--- src/rtl/sram_write_port.sv ---
//------------------------------------------------------------------------------
// sram_write_port : buffers renderer write commands in a FIFO and replays them
//                   in order to the SRAM controller, one per done pulse.
// Revision 1.0
//------------------------------------------------------------------------------
`default_nettype none

`ifndef SRAM_ADDRESS_WIDTH
`define SRAM_ADDRESS_WIDTH 20
`endif
`ifndef SRAM_DATA_WIDTH
`define SRAM_DATA_WIDTH 16
`endif

package sram_write_port_pkg;
  typedef struct packed {
    logic [`SRAM_ADDRESS_WIDTH-1:0] address;
    logic                           oe_n;
    logic                           we_n;
    logic                           den;
    logic [`SRAM_DATA_WIDTH-1:0]    dout;
  } SramRequest_t;

  typedef struct packed {
    logic done;
  } SramResult_t;
endpackage

module sram_write_port #(
  parameter int DEPTH = 4
) (
  input  logic                                clk,
  input  logic                                rst,
  input  logic                                wrValid,
  output logic                                wrReady,
  input  logic [`SRAM_ADDRESS_WIDTH-1:0]      wrAddress,
  input  logic [`SRAM_DATA_WIDTH-1:0]         wrData,
  output sram_write_port_pkg::SramRequest_t   request,
  input  sram_write_port_pkg::SramResult_t    result,
  output logic                                idle,
  output logic [$clog2(DEPTH):0]              level,
  output logic [15:0]                         writeCount
);

  localparam int c_PW = $clog2(DEPTH);
  localparam int c_LW = c_PW + 1;
  localparam int c_AW = `SRAM_ADDRESS_WIDTH;
  localparam int c_DW = `SRAM_DATA_WIDTH;
  localparam logic [c_LW-1:0] c_FULL = c_LW'(DEPTH);

  logic [c_PW-1:0]      wr_ptr_q, wr_ptr_d;
  logic [c_PW-1:0]      rd_ptr_q, rd_ptr_d;
  logic [c_LW-1:0]      level_q, level_d;
  logic [15:0]          write_count_q, write_count_d;
  logic [c_AW+c_DW-1:0] mem_q [DEPTH];

  logic                 w_push;
  logic                 w_pop;
  logic [c_AW+c_DW-1:0] w_head;

  // Ready depends only on registered occupancy, so a full FIFO never accepts
  // in the same cycle as a pop.
  assign wrReady    = (level_q != c_FULL);
  assign idle       = (level_q == '0);
  assign level      = level_q;
  assign writeCount = write_count_q;

  assign w_push = wrValid && wrReady;
  assign w_pop  = result.done && (level_q != '0);
  assign w_head = mem_q[rd_ptr_q];

  always_comb begin
    wr_ptr_d      = wr_ptr_q;
    rd_ptr_d      = rd_ptr_q;
    level_d       = level_q;
    write_count_d = write_count_q;

    if (w_push) begin
      wr_ptr_d = wr_ptr_q + c_PW'(1);
    end
    if (w_pop) begin
      rd_ptr_d      = rd_ptr_q + c_PW'(1);
      write_count_d = write_count_q + 16'd1;
    end
    level_d = level_q + c_LW'(w_push) - c_LW'(w_pop);
  end

  // Request is built from registered head state only; no bypass from wrData.
  always_comb begin
    request.address = '0;
    request.dout    = '0;
    request.den     = 1'b0;
    request.oe_n    = 1'b1;
    request.we_n    = 1'b1;
    if (level_q != '0) begin
      request.address = w_head[c_AW+c_DW-1:c_DW];
      request.dout    = w_head[c_DW-1:0];
      request.den     = 1'b1;
      request.we_n    = 1'b0;
    end
  end

  always_ff @(posedge clk or negedge rst) begin
    if (!rst) begin
      wr_ptr_q      <= '0;
      rd_ptr_q      <= '0;
      level_q       <= '0;
      write_count_q <= '0;
    end else begin
      wr_ptr_q      <= wr_ptr_d;
      rd_ptr_q      <= rd_ptr_d;
      level_q       <= level_d;
      write_count_q <= write_count_d;
    end
  end

  always_ff @(posedge clk) begin
    if (w_push) begin
      mem_q[wr_ptr_q] <= {wrAddress, wrData};
    end
  end

endmodule

`default_nettype wire

--- config.mk ---
export PLATFORM = sky130hd
export DESIGN_NAME = sram_write_port
export DESIGN_NICKNAME = d
export VERILOG_FILES = /design/src/rtl/sram_write_port.sv
export SDC_FILE = /design/constraint.sdc
export NUM_CORES = 1
export LEC_CHECK = 0
export CORE_UTILIZATION = 54
export CTS_CLUSTER_DIAMETER = 100
export CTS_CLUSTER_SIZE = 28
export DETAILED_ROUTE_END_ITERATION = 10
export PLACE_DENSITY_LB_ADDON = 0.12
export SLEW_MARGIN = 20
export SYNTH_ARGS = -nofsm -noshare
export SYNTH_HDL_FRONTEND = slang
export SYNTH_SLANG_ARGS = --single-unit
--- constraint.sdc ---
create_clock -name clk -period 2.4 [get_ports clk]
set_input_delay 0.24 -clock clk [delete_from_list [all_inputs] [get_ports clk]]
set_output_delay 0.24 -clock clk [all_outputs]
set_load 0.1 [all_outputs]
-- After elaboration in Yosys (flattened, before gate mapping)
Memory sizes are Yosys's and may differ from the RTL's.
Cells that the tools add are included.
W data, S select, Z words.
- output and inout port bits: 60
- input bits: 40
- flip-flop bits (word level): 23
- memory bits (writable): 144
- memories kept: 1
- word-level logic and storage cells: 19
- memory list (memory ; depth ; bits a word ; read ports ; clocked after Yosys merged registers in ; write ports ; RTL line ; source):
    mem_q ; 4 ; 36 ; 1 ; 0 ; 1 ; 55 ; logic [c_AW+c_DW-1:0] mem_q [DEPTH];
- eq/ne operators: 1
- $add $sub $neg: 5
- reduce and logical (&&, ||, !) cells: 4
- mux-type cells: 4
- operators by type and width (cell ; number):
    $mux W20 ; 1
    $mux W18 ; 1
    $add A16 B1 Y16 const B ; 1
    $add A2 B1 Y2 const B ; 2
    $add A3 B1 Y3 ; 1
    $logic_not A3 Y1 ; 1
    $ne A3 B3 Y1 const B ; 1
    $reduce_bool A3 Y1 ; 1
    $sub A3 B1 Y3 ; 1
    $logic_and A1 B1 Y1 ; 2
    $mux W1 ; 2

-- Longest topological paths before layout
Gate-level depths: netlist (run 1).
- depth in word-level cells: 4
- gate-level depth with buffers: 10
- gate-level depth less buffers: 10

-- Least setup slack after synthesis (run 1)
No wires, ideal clock.
- path type: register -> register
- from: reg level_q[2], in the netlist level[2]
- to: reg level_q[2], in the netlist level[2]
- setup slack: -1.204 ns
- buffers on the path: 0
- arrival: 3.443 ns
- cell stages (with the launch flop): 10
- setup time: 0.162 ns
- data required time: 2.238 ns
- clock period less this slack: 3.604 ns
- path through: dfrtp_1 > nand2_1 > and2_1 > inv_1 > ha_1 > inv_1 > ha_1 > fa_1 > xor2_1 > xnor2_1
- longest elaborated chain between the ends: 4
- elaborated cells on any way between the ends: 6
- classes of those cells: add/sub (2); eq/ne (1); reduce/logical (3)
- ends and longest elaborated chain (item ; RTL line ; source):
    from (decl) ; 53 ; logic [c_LW-1:0] level_q, level_d;
    from (signal assigned) ; 112 ; level_q <= level_d;
    $ne A3 B3 Y1 ; 63 ; assign wrReady = (level_q != c_FULL);
    via wrReady ; 35 ; output logic wrReady,
    $logic_and A1 B1 Y1 ; 68 ; assign w_push = wrValid && wrReady;
    $add A3 B1 Y3 ; 85 ; level_d = level_q + c_LW'(w_push) - c_LW'(w_pop);
    $sub A3 B1 Y3 ; 85 ;
    via level_d[2] ; 53 ;
The timed path passes the listed nets, and every way through them passes these cells.
A chain may end at the register's enable or synchronous reset.

==> results of run 1 <==
==> routing by layer <==
metal | up-vias | GRT usage (%) | wire length (um)
met3 | 13 | 6.16 | 532
met2 | 89 | 32.3 | 5800
li1 | 1497 | - | -
met1 | 1651 | 27.7 | 5040
met4 | 0 | 6.84 | 171
met5 | - | 0 | 0
==> sequential cells by signal, summed over array words and instances (netlist names) <==
register    flops
level           3
wr_ptr_q        2
mem_q         144
rd_ptr_q        2
writeCount     16
==> what timing repair did <==
action	CTS	global route
setup endpoints to repair	3	0
endpoints found under the hold margin	0	0
setup buffers	2	0
==> path summary, 6_finish.rpt <==
path                                   to  slack, ps
max in group asynchronous        level[2]       1950
hold reg to reg            writeCount[15]        480
setup reg to reg                 level[2]        300
hold / removal             writeCount[15]        180
setup / recovery              request[11]        100
min in group clk              mem_q[0][7]        450
==> cell usage in the layout (no fill, tap or decap), drive strengths merged <==
master,n
xor2,4
nand3,5
ha,7
conb,1
mux4,36
bufinv,2
and3,5
nor2,3
nand2,11
nor3,1
buf,74
clkbuf,22
clkinvlp,2
mux2,1
clkdlybuf4s50,39
nand4,3
xnor2,16
inv,8
fa,1
or3,1
and4,2
edfxtp,144
nor3b,1
clkinv,6
o31ai,1
and2,38
dfrtp,23
==> worst register-to-register path: stages, from the launching register on <==
cell and delay, ps:
dfrtp_4 520, o31ai_4 280, inv_2 80, ha_1 280
inv_1 40, ha_1 180, fa_2 330, xor2_1 150
xnor2_1 130
==> layout make-up <==
class	instances	area (um^2)
Sequential cell	167	4910
Inverter	8	30.0
Clock buffer	22	464
Clock inverter	10	103
Tap cell	147	184
Multi-Input combinational cell	137	1600
Timing Repair Buffer	113	1510
Fill cell	720	3160
==> logic make-up after synthesis <==
kind of cell	count (synthesis)	synth area share [%]
buffers and inverters	22	2.18
AND/OR/NAND/NOR	70	6.43
other	1	0.0568
multiplexers	37	12.5
adder cells (fa/ha/maj)	8	1.63
flip-flops	167	74.2
XOR/XNOR	20	2.65
AO/OA/AOI/OAI	1	0.322
==> cells in the mapped netlist (all sizes together) (2+ instances only) <==
| cell type | n | share of area (%) |
|---|---|---|
| and2 | 38 | 3.6 |
| nand3 | 5 | 0.38 |
| nand2 | 11 | 0.63 |
| mux4 | 36 | 12 |
| and3 | 5 | 0.47 |
| buf | 13 | 1.6 |
| edfxtp | 144 | 66 |
| ha | 7 | 1.3 |
| and4 | 2 | 0.27 |
| dfrtp | 23 | 8.7 |
| nor2 | 3 | 0.17 |
| inv | 8 | 0.45 |
| xor2 | 4 | 0.53 |
| nand4 | 3 | 0.28 |
| xnor2 | 16 | 2.1 |
==> stage by stage <==
| step | worst slack, ps | instance area (um^2) | std cells | hold slack [ps] |
|---|---|---|---|---|
| 6_report | 102 | 8810 | 604 | 176 |
| 5_1_grt | 46.9 | 8810 | 604 | 200 |
| 4_1_cts | 76.5 | 8810 | 604 | 173 |
| 3_5_place_dp | 192 | 8220 | 570 | 476 |
| 3_3_place_gp | 219 | 8220 | 570 | 465 |
| 2_1_floorplan | 8.84 | 6650 | 326 | -55.6 |
==> summary.md, run 1 <==
| Metric | Value |
|---|---|
| Initial drt markers | 161 |
| DRC errors left | 0 |
| PortBufs | approximately 100 |
| Skew-Pair Late Insertion Delay | 420 ps |
| Routed Antenna Nets | 0 |
| Max-Cap Viols | 0 |
| I/O Pins | 100 |
| Final setup fails | 0 |
| Die height | 113 um |
| Mapped Nets | approximately 370 |
| Synth cell types | 28 |
| Dpl hpwl | 7140 um |
| Seq cells post-synth | 167 |
| Hold Path Class | input port to async pin |
| Via Count | roughly 3.3k |
| Worst-path clk slew | 60 ps |
| RSZ-0062 raised after global routing | no |
| Leading register cell type out of synthesis | edfxtp_1 |
| Syn-to-layout area delta | 33.4% |
| Post-Synthesis Cells | about 330 |
| H-tree depth | 4 |
| Vias in the first global route | 3443 |
| Gp weighted congestion | 0.709 |
| Total Negative Setup Slacks | 0 ps |
| Tmin final | 2300 ps |
| Worst Setup SP | level[2] |
| Post-synth EDFFs | 144 |
| Fin crit share | 95.8% |
| CP arrival | 2060 ps |
| First-pass GRT wire length | 18700 um |
| CP delay by family, top | simple AND/OR/NAND/NOR gates |
| Synth warnings | 0 |
| Final Util | 73.6% |
| WS Path Type | flop to output port |
| CTS Root Cell | clkbuf_16 |
| Ant diodes | 0 |
| Worst setup SP type | flop |
| Die W | approximately 110 um |
| DRT Pass-1 Iters | 4 |
| Initial antenna violation count | 0 |
| Status | finished, final reports clean |
| Share of flip-flops with an asynchronous set or reset | 13.8% |
| Avg Cell Area, Syn | around 20 um^2 |
| Post-cts resize count | 0 |
| Nets | 492 |
| WP buf/inv | 2 |
| DR WL/cell | 19.1 um |
| CP cell instances | or3_1 > buf_4 > and2_2 > buf_12 |
| Synthesized area | 6600 um^2 |
| Fin. Hold Viols | 0 |
| Crit end category | output port |
| Total CTS buffers | 17 |
| Max Slew Vio Count | 0 |
| Final WL | 11500 um |
| Register area share after synthesis | about three quarters |
| Die ar. | ~13000 um^2 |
| GRT Residual Overflow | 0 |
| R2R cell count | 8 |
| DR vias/cell | 5.38 |
| CTS Hold Bufs | 0 |
| Worst Path Max Fanout | 38 |
| Core area | 12000 um^2 |
| Largest net degree at the start of global routing | 39 |
| Initial Util | 55.2% |
| CTS tree | done |
| # rows | 40 |
| Proportion of layout cells with a drive suffix above 1 | 35.9% |
| WP depth | 4 |
| Setup Skew | 4.52 ps |
| Critical path required time | approximately 2200 ps |
| GRT Util Overall | 20.5% |
| Fmax | 435 MHz |
| Critical path's slowest cell | dfrtp_4 |
| Crit-path max cell delay | 540 ps |
| Clock tree buffer depth | 2 |
| Reg2reg start | level[0] |
| TritonCTS sink count | 167 |
Power of run 1 is left out: the tool's default activity adds up to more than one toggle a clock period on the data nets, which glitch-free logic cannot reach.
==> run 2: changes to the inputs <==
--- a/config.mk
+++ b/config.mk
@@ -5,6 +5,7 @@
 export SDC_FILE = /design/constraint.sdc
 export NUM_CORES = 1
 export LEC_CHECK = 0
+export CORE_MARGIN = 3
 export CORE_UTILIZATION = 54
 export CTS_CLUSTER_DIAMETER = 100
 export CTS_CLUSTER_SIZE = 28
==> run 2 against run 1 <==
Effect of this change:
- sequential share of layout area is 0.26 points lower
- flip-flop and latch count is the same
- clock-buffer cell count grew 1
- register-to-register slack lost 220 ps
- critical endpoint is now level[2]
- fmax decreased by 1.0%
- hold slack about the same
- core utilization increased by 2.2 points
- final area grew 0.47%
- via count up 2.6%
- global-route usage shrank 2.0 points
==> summary.md, run 2 (synthesis gave the netlist of run 1 again) <==
| Metric | Value |
|---|---|
| Syn-to-layout area delta | 34.0% (was 33.4%) |
| Tmin final | 2320 ps (was 2300 ps) |
| Setup Skew | 8.85 ps (was 4.52 ps) |
| Dpl hpwl | 6910 um (was 7140 um) |
| Most frequent cells in the layout | edfxtp_1, buf_12, clkdlybuf4s50_1 (unchanged) |
| CP arrival | 2620 ps (was 2060 ps) |
| Die height | 117 um (was 113 um) |
| CP most frequent cell | ha_1 |
| Critical path's slowest cell | dfrtp_4 (unchanged) |
| Hold Path Class | input port to async pin (unchanged) |
| Largest net degree at the start of global routing | 39 (unchanged) |
| Commonest non-fill, non-tap cell in the layout | edfxtp_1 (unchanged) |
| Number of flip-flops in the largest register | 144 (unchanged) |
| DRC errors left | 0 (unchanged) |
| CTS Root Cell | clkbuf_16 (unchanged) |
| Crit-path max cell delay | 500 ps (was 540 ps) |
| Fill cell count | 636 (was 720) |
| Worst Path Max Fanout | 6 (was 38) |
| Worst setup SP type | flop (unchanged) |
| Core area | 11700 um^2 (was 12000 um^2) |
| Status | finished, final reports clean (unchanged) |
| Final setup fails | 0 (unchanged) |
| Die ar. | 13600 um^2 (was 12700 um^2) |
| GRT Residual Overflow | 0 (unchanged) |
| I/O Pins | 100 (unchanged) |
| Nets | 492 (unchanged) |
| Finished Layout Cells | 600 (was 604) |
| Crit end category | flop (was output port) |
| Initial antenna violation count | 0 (unchanged) |
| Worst-path clk slew | 60 ps (about the same) |
| Proportion of layout cells with a drive suffix above 1 | 36.8% (was 35.9%) |
| Max Slew Vio Count | 0 (unchanged) |
| Initial Util | 56.6% (was 55.2%) |
| Final Util | 75.9% (was 73.6%) |
| Dpl cell area | 8180 um^2 (was 8220 um^2) |
| Critical path required time | 2700 ps (was 2160 ps) |
| RSZ-0062 raised after global routing | yes (was no) |
| DR vias/cell | 5.56 (was 5.38) |
| H-tree depth | 4 (unchanged) |
| WS Path Type | flop to flop (was flop to output port) |
| Skew-Pair Late Insertion Delay | 410 ps (was 420 ps) |
| Placed cell count | 561 (was 570) |
| CTS tree | done (unchanged) |
| First-pass GRT wire length | 18400 um (was 18700 um) |
| DRT Pass-1 Iters | 4 (unchanged) |
| TritonCTS sink count | 167 (unchanged) |
| GRT Util Overall | 18.5% (was 20.5%) |
| CP cell instances | o31ai_4 > inv_2 > ha_1 > inv_1 > ha_1 > fa_2 > xor2_2 > xnor2_1 (was or3_1 > buf_4 > and2_2 > buf_12) |
| PortBufs | 98 (unchanged) |
| Final instance area | 8850 um^2 (was 8810 um^2) |
| Worst Setup SP | level[2] (unchanged) |
| Total CTS buffers | 17 (unchanged) |
| R2R cell count | 8 (unchanged) |
| Minimum hold slack | 176 ps (about the same) |
| Die W | 117 um (was 113 um) |
| Max-Cap Viols | 0 (unchanged) |
| Largest reg by FF count | mem_q (unchanged) |
| Reg2reg start | level[2] (was level[0]) |
| Final WL | 11900 um (was 11500 um) |
| Fin crit share | 96.8% (was 95.8%) |
| Via Count | 3334 (was 3250) |
| Vias in the first global route | 3514 (was 3443) |
| # rows | 39 (was 40) |
| Gp weighted congestion | 0.743 (was 0.709) |
| Initial drt markers | 251 (was 161) |
| Fin. Hold Viols | 0 (unchanged) |
| DR WL/cell | 19.9 um (was 19.1 um) |
| Clock tree buffer depth | 2 (unchanged) |
| Fmax | 431 MHz (was 435 MHz) |
| Ant diodes | 0 (unchanged) |
| Routed Antenna Nets | 0 (unchanged) |
-- run 2: final timing paths --
path	endpoint	slack, ps
min in group clk	mem_q[3][13]	460
worst max register to register	level[2]	80
max in group asynchronous	level[0]	1960
worst min-delay path	writeCount[15]	180
worst min register to register	writeCount[15]	480
worst max-delay path	level[2]	80
-- run 2: per-layer routing --
metal	track usage (%)	routed length (um)	vias up
li1	-	-	1505
met2	30.1	6280	114
met3	5.65	717	17
met1	23.8	4780	1698
met4	7.26	152	0
met5	0	0	-
-- run 2: final cells by class --
type                    count  area (um^2)  share of cell area, %
inverters                   8         30.0                  0.339
clock inverters             9         60.1                  0.679
repair buffers            113         1530                   17.3
well taps                 143          179                   2.02
flip-flops and latches    167         4910                   55.5
multi-input cells         137         1610                   18.2
clock buffers              23          520                   5.88
-- run 2: metrics by stage --
step           setup slack (ps)  TNS (ps)
3_5_place_dp               84.2         0
6_report                   77.3         0
2_1_floorplan              8.84         0
5_1_grt                   -40.3     -40.3
4_1_cts                    40.8         0
3_3_place_gp                140         0
-- run 2: critical path, delay by kind of cell (launching register included) --
kind                     cells  cell delay, ps
adder cells (fa/ha/maj)      3             840
flip-flops                   1             500
buffers and inverters        2             150
AO/OA/AOI/OAI                1             450
XOR/XNOR                     2             280
-- run 2: repair_timing --
item / in CTS / in global routing
hold buffers: 0 / 0
gates resized for setup: 0 / 2
hold endpoints to repair: 0 / 0
endpoints found under the setup margin: 0 / 8
buffers inserted: 0 / 6
Power of run 2 is left out for the same reason.
==> run 3: changes to the inputs <==
--- a/config.mk
+++ b/config.mk
@@ -8,7 +8,6 @@
 export CORE_MARGIN = 3
 export CORE_UTILIZATION = 54
 export CTS_CLUSTER_DIAMETER = 100
-export CTS_CLUSTER_SIZE = 28
 export DETAILED_ROUTE_END_ITERATION = 10
 export PLACE_DENSITY_LB_ADDON = 0.12
 export SLEW_MARGIN = 20
==> results of run 3 <==
Same layout as run 2: the final DEF is identical, and so are final timing and power.
Power of run 3 is left out for the same reason.
